## src/rtl/lenet_pkg.sv

```systemverilog
// Shared constants for the LeNet layer-7 weight path.
// Holds ROM geometry, default read latency and fetch FSM encoding.
package lenet_pkg;

   localparam int W7_AW       = 7;
   localparam int W7_DW       = 80;
   localparam int W7_DEPTH    = 128;
   localparam int W7_READ_LAT = 1;

   typedef logic [1:0] w7_state_t;

   localparam w7_state_t ST_IDLE  = 2'd0;
   localparam w7_state_t ST_FETCH = 2'd1;
   localparam w7_state_t ST_DRAIN = 2'd2;
   localparam w7_state_t ST_DONE  = 2'd3;

endpackage

```

## src/rtl/w7_fetch_ctrl_if.sv

```systemverilog
// Weight-row stream from the fetch controller to the FC7 MAC array.
// master: wt_data/wt_valid/wt_last out, wt_ready in; slave: mirror.
interface w7_fetch_ctrl_if
   import lenet_pkg::*;
#(
   parameter int DW = W7_DW
);

   logic [DW-1:0] wt_data;
   logic          wt_valid;
   logic          wt_ready;
   logic          wt_last;

   modport master (
      output wt_data,
      output wt_valid,
      output wt_last,
      input  wt_ready
   );

   modport slave (
      input  wt_data,
      input  wt_valid,
      input  wt_last,
      output wt_ready
   );

endinterface

```

## src/rtl/w7_skid_fifo.sv

```systemverilog
// First-word-fall-through FIFO absorbing ROM rows under back-pressure.
// push_i/din_i in, pop_i in, dout_o head, count_o/full_o/empty_o status.
module w7_skid_fifo #(
   parameter  int DEPTH = 4,
   parameter  int WIDTH = 81,
   localparam int PW    = (DEPTH > 1) ? $clog2(DEPTH) : 1,
   localparam int CW    = $clog2(DEPTH + 1)
) (
   input  logic             clk,
   input  logic             rst_n,
   input  logic             push_i,
   input  logic [WIDTH-1:0] din_i,
   input  logic             pop_i,
   output logic [WIDTH-1:0] dout_o,
   output logic [CW-1:0]    count_o,
   output logic             full_o,
   output logic             empty_o
);

   logic [WIDTH-1:0] mem_q [DEPTH];
   logic [PW-1:0]    wr_q;
   logic [PW-1:0]    rd_q;
   logic [CW-1:0]    cnt_q;
   logic [CW-1:0]    cnt_d;
   logic             do_push;
   logic             do_pop;

   function automatic logic [PW-1:0] nxt(
      input logic [PW-1:0] p
   );
      return (p == PW'(DEPTH - 1)) ? '0 : p + PW'(1);
   endfunction

   assign empty_o = (cnt_q == '0);
   assign full_o  = (cnt_q == CW'(DEPTH));
   assign count_o = cnt_q;
   assign dout_o  = mem_q[rd_q];

   assign do_pop  = pop_i & ~empty_o;
   // A push into a full FIFO is fine when the head leaves this cycle.
   assign do_push = push_i & (~full_o | do_pop);

   always_comb begin
      cnt_d = cnt_q;
      case ({do_push, do_pop})
         2'b10:   cnt_d = cnt_q + CW'(1);
         2'b01:   cnt_d = cnt_q - CW'(1);
         default: cnt_d = cnt_q;
      endcase
   end

   always_ff @(posedge clk) begin
      if (!rst_n) begin
         wr_q  <= '0;
         rd_q  <= '0;
         cnt_q <= '0;
      end else begin
         cnt_q <= cnt_d;
         if (do_push) wr_q <= nxt(wr_q);
         if (do_pop)  rd_q <= nxt(rd_q);
      end
   end

   always_ff @(posedge clk) begin
      if (do_push) mem_q[wr_q] <= din_i;
   end

endmodule

```

## src/rtl/w7_fetch_ctrl.sv

```systemverilog
// Walks num_rows ROM rows from base_addr and streams them to the MAC.
// Ports: start/base_addr/num_rows job, w7_raddr/w7_rdata ROM, wt stream.
module w7_fetch_ctrl
   import lenet_pkg::*;
#(
   parameter int AW         = W7_AW,
   parameter int DW         = W7_DW,
   parameter int READ_LAT   = W7_READ_LAT,
   parameter int FIFO_DEPTH = 4
) (
   input  logic            clk,
   input  logic            rst_n,
   input  logic            start,
   input  logic [AW-1:0]   base_addr,
   input  logic [AW:0]     num_rows,
   output logic [AW-1:0]   w7_raddr,
   input  logic [DW-1:0]   w7_rdata,
   w7_fetch_ctrl_if.master wt,
   output logic            busy,
   output logic            done
);

   localparam int CW = $clog2(FIFO_DEPTH + 1);
   localparam int OW = 8;

   w7_state_t     state_q;
   w7_state_t     state_d;
   logic [AW-1:0] base_q;
   logic [AW:0]   num_q;
   logic [AW:0]   issued_q;
   logic [AW:0]   issued_d;
   logic [AW-1:0] raddr_q;
   logic [AW-1:0] raddr_d;

   // Stage 0 marks the address register; stage READ_LAT marks rdata.
   logic [READ_LAT:0] vld_q;
   logic [READ_LAT:0] lst_q;

   logic          fetch_en;
   logic          start_ok;
   logic          issue;
   logic          last_issue;
   logic          pop;
   logic          push;
   logic [OW-1:0] inflight;
   logic [OW-1:0] occ;
   logic          credit_ok;

   logic [DW:0]   fifo_dout;
   logic [CW-1:0] fifo_cnt;
   logic          fifo_full;
   logic          fifo_empty;

   assign start_ok = (state_q == ST_IDLE) & start;
   assign pop      = wt.wt_valid & wt.wt_ready;
   assign push     = vld_q[READ_LAT];

   always_comb begin
      inflight = '0;
      for (int i = 0; i <= READ_LAT; i++) begin
         inflight = inflight + OW'(vld_q[i]);
      end
   end

   // Rows already owed to the FIFO plus the new one must fit.
   assign occ = OW'(fifo_cnt) + inflight - OW'(pop);
   assign credit_ok = (occ < OW'(FIFO_DEPTH))
                    & ~(fifo_full & ~pop);

   assign issue      = fetch_en & credit_ok;
   assign last_issue = issue
                     & (issued_q == num_q - (AW+1)'(1));

   always_comb begin
      issued_d = issued_q;
      raddr_d  = raddr_q;
      if (start_ok) begin
         issued_d = '0;
      end else if (issue) begin
         issued_d = issued_q + (AW+1)'(1);
      end
      if (issue) begin
         raddr_d = base_q + issued_q[AW-1:0];
      end
   end

   always_ff @(posedge clk) begin
      if (!rst_n) begin
         state_q <= ST_IDLE;
      end else begin
         state_q <= state_d;
      end
   end

   always_comb begin
      state_d = state_q;
      unique case (state_q)
         ST_IDLE: begin
            if (start) begin
               state_d = (num_rows == '0) ? ST_DONE
                                          : ST_FETCH;
            end
         end
         ST_FETCH: begin
            if (last_issue) state_d = ST_DRAIN;
         end
         ST_DRAIN: begin
            if (pop & wt.wt_last) state_d = ST_DONE;
         end
         ST_DONE: begin
            state_d = ST_IDLE;
         end
         default: begin
            state_d = ST_IDLE;
         end
      endcase
   end

   always_comb begin
      fetch_en = (state_q == ST_FETCH);
      busy     = (state_q != ST_IDLE);
      done     = (state_q == ST_DONE);
   end

   always_ff @(posedge clk) begin
      if (!rst_n) begin
         base_q   <= '0;
         num_q    <= '0;
         issued_q <= '0;
         raddr_q  <= '0;
         vld_q    <= '0;
         lst_q    <= '0;
      end else begin
         if (start_ok) begin
            base_q <= base_addr;
            num_q  <= num_rows;
         end
         issued_q <= issued_d;
         raddr_q  <= raddr_d;
         vld_q    <= {vld_q[READ_LAT-1:0], issue};
         lst_q    <= {lst_q[READ_LAT-1:0], last_issue};
      end
   end

   assign w7_raddr = raddr_q;

   w7_skid_fifo #(
      .DEPTH (FIFO_DEPTH),
      .WIDTH (DW + 1)
   ) u_fifo (
      .clk     (clk),
      .rst_n   (rst_n),
      .push_i  (push),
      .din_i   ({lst_q[READ_LAT], w7_rdata}),
      .pop_i   (pop),
      .dout_o  (fifo_dout),
      .count_o (fifo_cnt),
      .full_o  (fifo_full),
      .empty_o (fifo_empty)
   );

   assign wt.wt_valid = ~fifo_empty;
   assign wt.wt_data  = fifo_dout[DW-1:0];
   assign wt.wt_last  = ~fifo_empty & fifo_dout[DW];

endmodule

```

## src/flat_wrapper.sv

```systemverilog
// flat-port wrapper written by rule: the top's interface ports become plain ports
module w7_fetch_ctrl_flat import lenet_pkg::*;
#(
   parameter int AW         = W7_AW,
   parameter int DW         = W7_DW,
   parameter int READ_LAT   = W7_READ_LAT,
   parameter int FIFO_DEPTH = 4
)
  (clk, rst_n, start, base_addr, num_rows, w7_raddr, w7_rdata, busy, done, wt_wt_data, wt_wt_valid, wt_wt_last, wt_wt_ready);
  w7_fetch_ctrl_if #(.DW(DW)) wt_i ();
  input  logic clk;
  input  logic rst_n;
  input  logic start;
  input  logic [AW-1:0] base_addr;
  input  logic [AW:0] num_rows;
  output logic [AW-1:0] w7_raddr;
  input  logic [DW-1:0] w7_rdata;
  output logic busy;
  output logic done;
  output wire logic [$bits(wt_i.wt_data)-1:0] wt_wt_data;
  output wire logic [$bits(wt_i.wt_valid)-1:0] wt_wt_valid;
  output wire logic [$bits(wt_i.wt_last)-1:0] wt_wt_last;
  input wire logic [$bits(wt_i.wt_ready)-1:0] wt_wt_ready;
  assign wt_wt_data = wt_i.wt_data;
  assign wt_wt_valid = wt_i.wt_valid;
  assign wt_wt_last = wt_i.wt_last;
  assign wt_i.wt_ready = wt_wt_ready;
  w7_fetch_ctrl #(.AW(AW), .DW(DW), .READ_LAT(READ_LAT), .FIFO_DEPTH(FIFO_DEPTH)) u_core (.clk(clk), .rst_n(rst_n), .start(start), .base_addr(base_addr), .num_rows(num_rows), .w7_raddr(w7_raddr), .w7_rdata(w7_rdata), .wt(wt_i), .busy(busy), .done(done));
endmodule
```

## config.mk

```make
export PLATFORM = sky130hd
export DESIGN_NAME = w7_fetch_ctrl_flat
export DESIGN_NICKNAME = d
export VERILOG_FILES = /design/src/rtl/lenet_pkg.sv /design/src/rtl/w7_fetch_ctrl_if.sv /design/src/rtl/w7_skid_fifo.sv /design/src/rtl/w7_fetch_ctrl.sv /design/src/flat_wrapper.sv
export SDC_FILE = /design/constraint.sdc
export NUM_CORES = 1
export LEC_CHECK = 0
export CAP_MARGIN = 10
export CELL_PAD_IN_SITES_DETAIL_PLACEMENT = 0
export CELL_PAD_IN_SITES_GLOBAL_PLACEMENT = 2
export CORE_MARGIN = 3
export CORE_UTILIZATION = 41
export CTS_CLUSTER_SIZE = 14
export DETAILED_ROUTE_END_ITERATION = 7
export PLACE_DENSITY_LB_ADDON = 0.08
export SYNTH_ARGS = -nofsm -noshare
export SYNTH_HDL_FRONTEND = slang
export SYNTH_SLANG_ARGS = --single-unit
```

## constraint.sdc

```tcl
create_clock -name clk -period 4.45 [get_ports clk]
set_clock_uncertainty 0.1 [all_clocks]
set_input_delay 0.89 -clock clk [delete_from_list [all_inputs] [get_ports clk]]
set_output_delay 0.89 -clock clk [all_outputs]
set_load 0.1 [all_outputs]
```

* After elaboration in Yosys (flattened, before gate mapping)
Memories as Yosys holds them, arrays and structs flattened. A register that Yosys moved wholly into a read port is not among the register bits.
Cells that the tools add are included.
** Word-level totals
- Flip-flop bits (word level) :: 43
- Bits in writable memories :: 324
- Bits of input ports :: 99
- Word-level logic and storage cells :: 69
- Memories :: 1
** Operators by class
- $add $sub $neg :: 10
- Order comparisons :: 1
- Equal/unequal tests :: 12
- Multiplexer cells :: 12
- Bitwise logic cells :: 16
- Reductions and logical operators :: 7
** Memories
- u_core.u_fifo.mem_q :: words 4, bits a word 81, rd ports 1, clocked after memory_dff 1, write ports 1, RTL line w7_skid_fifo.sv:20 : logic [WIDTH-1:0] mem_q [DEPTH];
** Operators with widths (number)
- two-way mux 2 bit :: 8
- AND 1 bit :: 10
- == test 2 bit (second input constant) :: 5
- adder 3 x 8 -> 8 bit :: 1
- adder 8 x 1 -> 8 bit (second input constant) :: 1
- == test 8 bit :: 1
- zero test 8 bit :: 1
- less-than comparator 8 x 3 -> 1 bit (second input constant) :: 1
- one-hot mux 2 bit (4 select lines) :: 1
- subtractor 8 x 1 -> 8 bit :: 1
- subtractor 8 x 1 -> 8 bit (second input constant) :: 1
- adder 7 bit :: 1
- one-hot mux 3 bit (2 select lines) :: 1
- NOT 1 bit :: 5
- adder 2 x 1 -> 2 bit (second input constant) :: 2
- == test 2 x 1 -> 1 bit (second input constant) :: 2
- != test 2 bit (second input constant) :: 2
- nonzero test 2 bit :: 2
- adder 3 x 1 -> 3 bit (second input constant) :: 1
- == test 3 bit (second input constant) :: 1
- zero test 3 bit :: 1
- AND reduction 3 bit :: 1
- subtractor 3 x 1 -> 3 bit (second input constant) :: 1
- adder 1 x 1 -> 2 bit :: 1
- other kinds (5) :: 6

* Longest topological paths before layout
- Depth in word-level cells :: 11
- Mapped depth :: 17
- Depth with buffers taken out :: 16

* Hierarchy
A second synthesis with hierarchy kept.
** Second synthesis, totals
- Cells, all modules :: 743
- Area, all modules :: 14298.7 um2
** By module, submodules not included
- w7_skid_fifo :: instances 1, cells each 482, area each 12174.2 um2, seq. area each 9909.5 um2
- w7_fetch_ctrl :: instances 1, cells each 261, area each 2124.5 um2, seq. area each 720.7 um2

* Least setup slack after synthesis
Ideal clock, no wire load.
- Kind :: reg2reg
- Start :: register u_core.u_fifo.cnt_q[2], in the netlist u_core.u_fifo.count_o[2]
- End :: register u_core.raddr_q[5], in the netlist u_core.w7_raddr[5]
- Setup time :: 75 ps
- Arrival time :: 3956 ps
- Required time :: 4275 ps
- Setup slack :: 319 ps
- Stages on the path, launching flop included :: 17
- Period minus slack after synthesis :: 4131 ps
- Path through :: dfxtp_1 -> inv_1 -> nand2_1 -> nand2_1 -> inv_1 -> ha_1 -> inv_1 -> ha_1 -> and3b_1 -> o21ai_0 -> and2_1 -> ha_1 -> nand2_1 -> a2111oi_4 -> nand2_2 -> or4b_1 -> o211ai_2
** Between the ends
- Word-level cells in the longest chain between the ends :: 8
- Elaborated cells on any way between the ends :: 12
- Classes of those cells :: add/sub (2); order compare (1); eq/ne (1); bitwise (7); reduce/logical (1)
** Ends and longest elaborated chain
- start, declared :: RTL line w7_skid_fifo.sv:23 : logic [CW-1:0] cnt_q;
- start signal, assigned :: RTL line w7_skid_fifo.sv:58 : cnt_q <= cnt_d;
- zero test 3 bit (*) :: RTL line w7_skid_fifo.sv:34 : assign empty_o = (cnt_q == '0);
- NOT 1 bit (*) :: RTL line w7_fetch_ctrl.sv:162 : assign wt.wt_valid = ~fifo_empty;
- via wt_wt_valid :: RTL line flat_wrapper.sv:21 : output wire logic [$bits(wt_i.wt_valid)-1:0] wt_wt_valid;
- AND 1 bit (*) :: RTL line w7_fetch_ctrl.sv:55 : assign pop = wt.wt_valid & wt.wt_ready;
- branches (longest 3 deep; another with subtractor 8 x 1 -> 8 bit)
- AND 1 bit (*) :: RTL line w7_fetch_ctrl.sv:68 : & ~(fifo_full & ~pop);
- AND 1 bit (*) :: RTL line w7_fetch_ctrl.sv:70 : assign issue = fetch_en & credit_ok;
- end signal, assigned :: RTL line w7_fetch_ctrl.sv:139 : raddr_q <= raddr_d;
- end, declared :: RTL line w7_fetch_ctrl.sv:32 : logic [AW-1:0] raddr_q;
Mark *: on every way through the listed nets, which the timed path passes.
A chain may end at the register's enable or synchronous reset.

==> out/qor.yml <==
status: "finished, final reports clean"
final.setup.tns_ps: 0
period_minus_slack_ps: 3760
end_kind: "output pin"
synth_top_family_by_area: "multiplexers"
antenna_found_initial: 2
postCtsHoldBufs: 0
io_buffers: 189
r2r-end: "u_core.issued_q[6]$_SDFFE_PP0P_"
cts_root_buffer: "clkbuf_16"
fin_crit_sh_pct: 84.4
drive_gt1_share_pct: 24.8
synth-edff-count: 324
cts_buffer_depth: 3
final_nets: 1082
die-area_um2: 37100
power_mw: 10.7
grt_pass1_wl_um: 44200
track_usage_pct: 15.6
vias: 7362
row_count: 67
post_cts_buffers: 0
cts_tree: "yes"
worst_slack_ps: 694
grt_pass1_vias: 7929
synth_compound_area_share_pct: 3.02
pin_count: 190
drcViolationCount: 0
syn-num-nets: 860
wl_per_cell_um: 20.2
synth-seq-cells: 369
syn-cell-area_um2: 14300
routed_via_density: 5.13
numClockSinks: 369
yosysSeqAreaShare_pct: 74.5
clkLatencyLatePin_ps: 520
die_y_um: 193
postRouteAntennaNets: 0
area_growth_pct: 25.5
timing.rr.start: "u_core.vld_q[1]$_SDFF_PN0_"
grt-ovfl-total: 0
ys_top_cells_by_count: "edfxtp_1, mux4_2, nand2_1"
vdd_drop_max_v: 0.000366
rr_worst_depth: 15
power_frac_comb_pct: 33.1
min_path_cells: 1
multi_input_area_um2: 3460
cp.required_ps: 3460
synth_warnings: 0
register_area_um2: 10600
intPower_mw: 6.81
max_clock_freq_mhz: 266
drt_iter0_markers: 325
swShare_pct: 36.3
synth_xor_area_share_pct: 1.20
synth_area_leaders: "edfxtp_1, mux4_2, dfxtp_1"
synth.mux.area_fraction_pct: 12.9
n_fill_cell: 2728
synthArstFlopShare_pct: 0
min_path_type: "flip-flop to flip-flop"
gp_congestion: 0.741
synthCells: 734
drt-total-wl_um: 29000
drv_cap: 0
hold_violations: 0
synth.most_common_cell: "edfxtp_1"
clk_pin_slew_worst_paths_ps: 60
start_util_pct: 42.0
numCtsBuffers: 40
yosys.area.top_type: "edfxtp_1"
critPathArrivalTime_ps: 2770
firstDrtPassIters: 4
synth_simple_gate_area_share_pct: 4.47
critical_path_class: "flip-flop to output pin"
rsz0062_at_grt: "false"
p_per_area_nw_per_um2: 597
regToRegSetupSlack_ps: 1030
cp-start-kind: "flip-flop"
ys.flop_type: "edfxtp_1"
power_switching_mw: 3.89
die_x_um: 193
avgSynthCellArea_um2: 19.4
min_from: "u_core.lst_q[0]$_SDFF_PN0_"
clockPowerShare_pct: 29.5
htreeDepth: 2
yosysUniqueCellTypes: 52
pre_cts_slack_ps: 186
tightest_slew_ps: 996
power.share.sequential_pct: 37.5
setup_viol: 0
core_um2: 34000
yosys.area_share.adder_pct: 2.47
cts-resized-gates: 0
crit_path_max_fanout: 27
slew_viol_final: 0
synth_top_area_share_pct: 68.2
max-slew-margin-rel_pct: 33.4
grt_max_degree: 81
min_to: "u_core.lst_q[1]$_SDFF_PN0_"
p_leak_nw: 5.94
dp_hpwl_um: 18100
==> layer usage <==
| layer | vias to the layer above | part of all wire (%) | track usage, % |
|---|---|---|---|
| met5 | - | 0.069 | 0 |
| met4 | 2 | 1.8 | 4.17 |
| met3 | 46 | 4.9 | 2.83 |
| met2 | 163 | 52 | 27.5 |
| met1 | 3770 | 42 | 20.0 |
| li1 | 3381 | - | - |
==> registers in the layout, indices dropped and copies added, names as in the netlist, named ones only <==
name and count:
u_core.vld_q 2, u_core.lst_q 2, u_core.w7_raddr 7, u_core.u_fifo.mem_q 324, u_core.u_fifo.wr_q 2, u_core.state_q 2, u_core.base_q 7, u_core.num_q 8
u_core.issued_q 8, u_core.u_fifo.rd_q 2, u_core.u_fifo.count_o 3
==> stage by stage <==
| stage | hold WS, ps | cell area (um^2) | utilization, % | std cells |
|---|---|---|---|---|
| finish | 346 | 17900 | 52.7 | 1435 |
| global route | 379 | 17900 | 52.7 | 1435 |
| CTS | 361 | 17900 | 52.7 | 1434 |
| detailed placement | 346 | 16600 | 49.0 | 1362 |
| global placement | 347 | 16600 | 49.0 | 1362 |
| floorplan | 312 | 14300 | - | 734 |
==> worst max-delay path, stage by stage, from the launching register on <==
cell and delay [ps]:
dfxtp_4 620, mux4_2 320, and2_1 160, clkdlybuf4s50_1 1140
==> power groups by stage <==
| stage | registers [mW] | logic (mW) | clock network, mW |
|---|---|---|---|
| final | 4.01 | 3.54 | 3.15 |
| after global routing | 4.02 | 3.72 | 3.38 |
| after CTS | 4.01 | 3.59 | 3.24 |
| after detailed placement | 4.08 | 3.58 | 0 |
| after global placement | 4.08 | 3.55 | 0 |
| after floorplan | 4.14 | 2.70 | 0 |
==> logic make-up after synthesis <==
group / Yosys count
AOI/OAI and AO/OA: 60
xor gates and xnor gates: 18
adders and majority gates: 27
buffers and inverters: 52
DFF: 369
muxes: 83
and+or+nand+nor: 125
==> placed cells by master (no fill, tap or decap), drive strengths merged, types with 3 or more instances in the layout <==
cell type,count
nand2,57
a21o,3
a21oi,9
bufinv,4
and2,10
nand3,8
nor4,3
clkbuf,51
o21ai,12
and3,5
clkinv,15
ha,25
or3,5
inv,28
edfxtp,324
nor2,6
xor2,8
or4,3
xnor2,9
nand4,6
nor2b,7
buf,97
dfxtp,45
clkdlybuf4s50,109
mux4,81
a21boi,21
nor3,5
==> layout make-up <==
cell class                      count  area share [%]
Sequential cell                   369            59.4
Multi-Input combinational cell    313            19.3
Timing Repair Buffer              206            10.5
Clock buffer                       51            5.88
Tap cell                          448            3.13
Clock inverter                     21            1.19
Inverter                           26           0.545
Antenna cell                        1          0.0140
==> how the worst max path moves through the flow <==
stage,start,end,cells past startpoint
4_1_cts,flip-flop,wt_wt_last,3
6_report,flip-flop,wt_wt_last,3
3_3_place_gp,wt_wt_ready,u_core.w7_raddr[5]$_SDFFE_PN0P_,16
5_1_grt,wt_wt_ready,u_core.issued_q[4]$_SDFFE_PP0P_,16
3_5_place_dp,wt_wt_ready,u_core.issued_q[6]$_SDFFE_PP0P_,16
2_1_floorplan,u_core.u_fifo.count_o[2]$_SDFFE_PN0P_,u_core.w7_raddr[5]$_SDFFE_PN0P_,16
No activity file was read; power rests on OpenSTA's default activity.
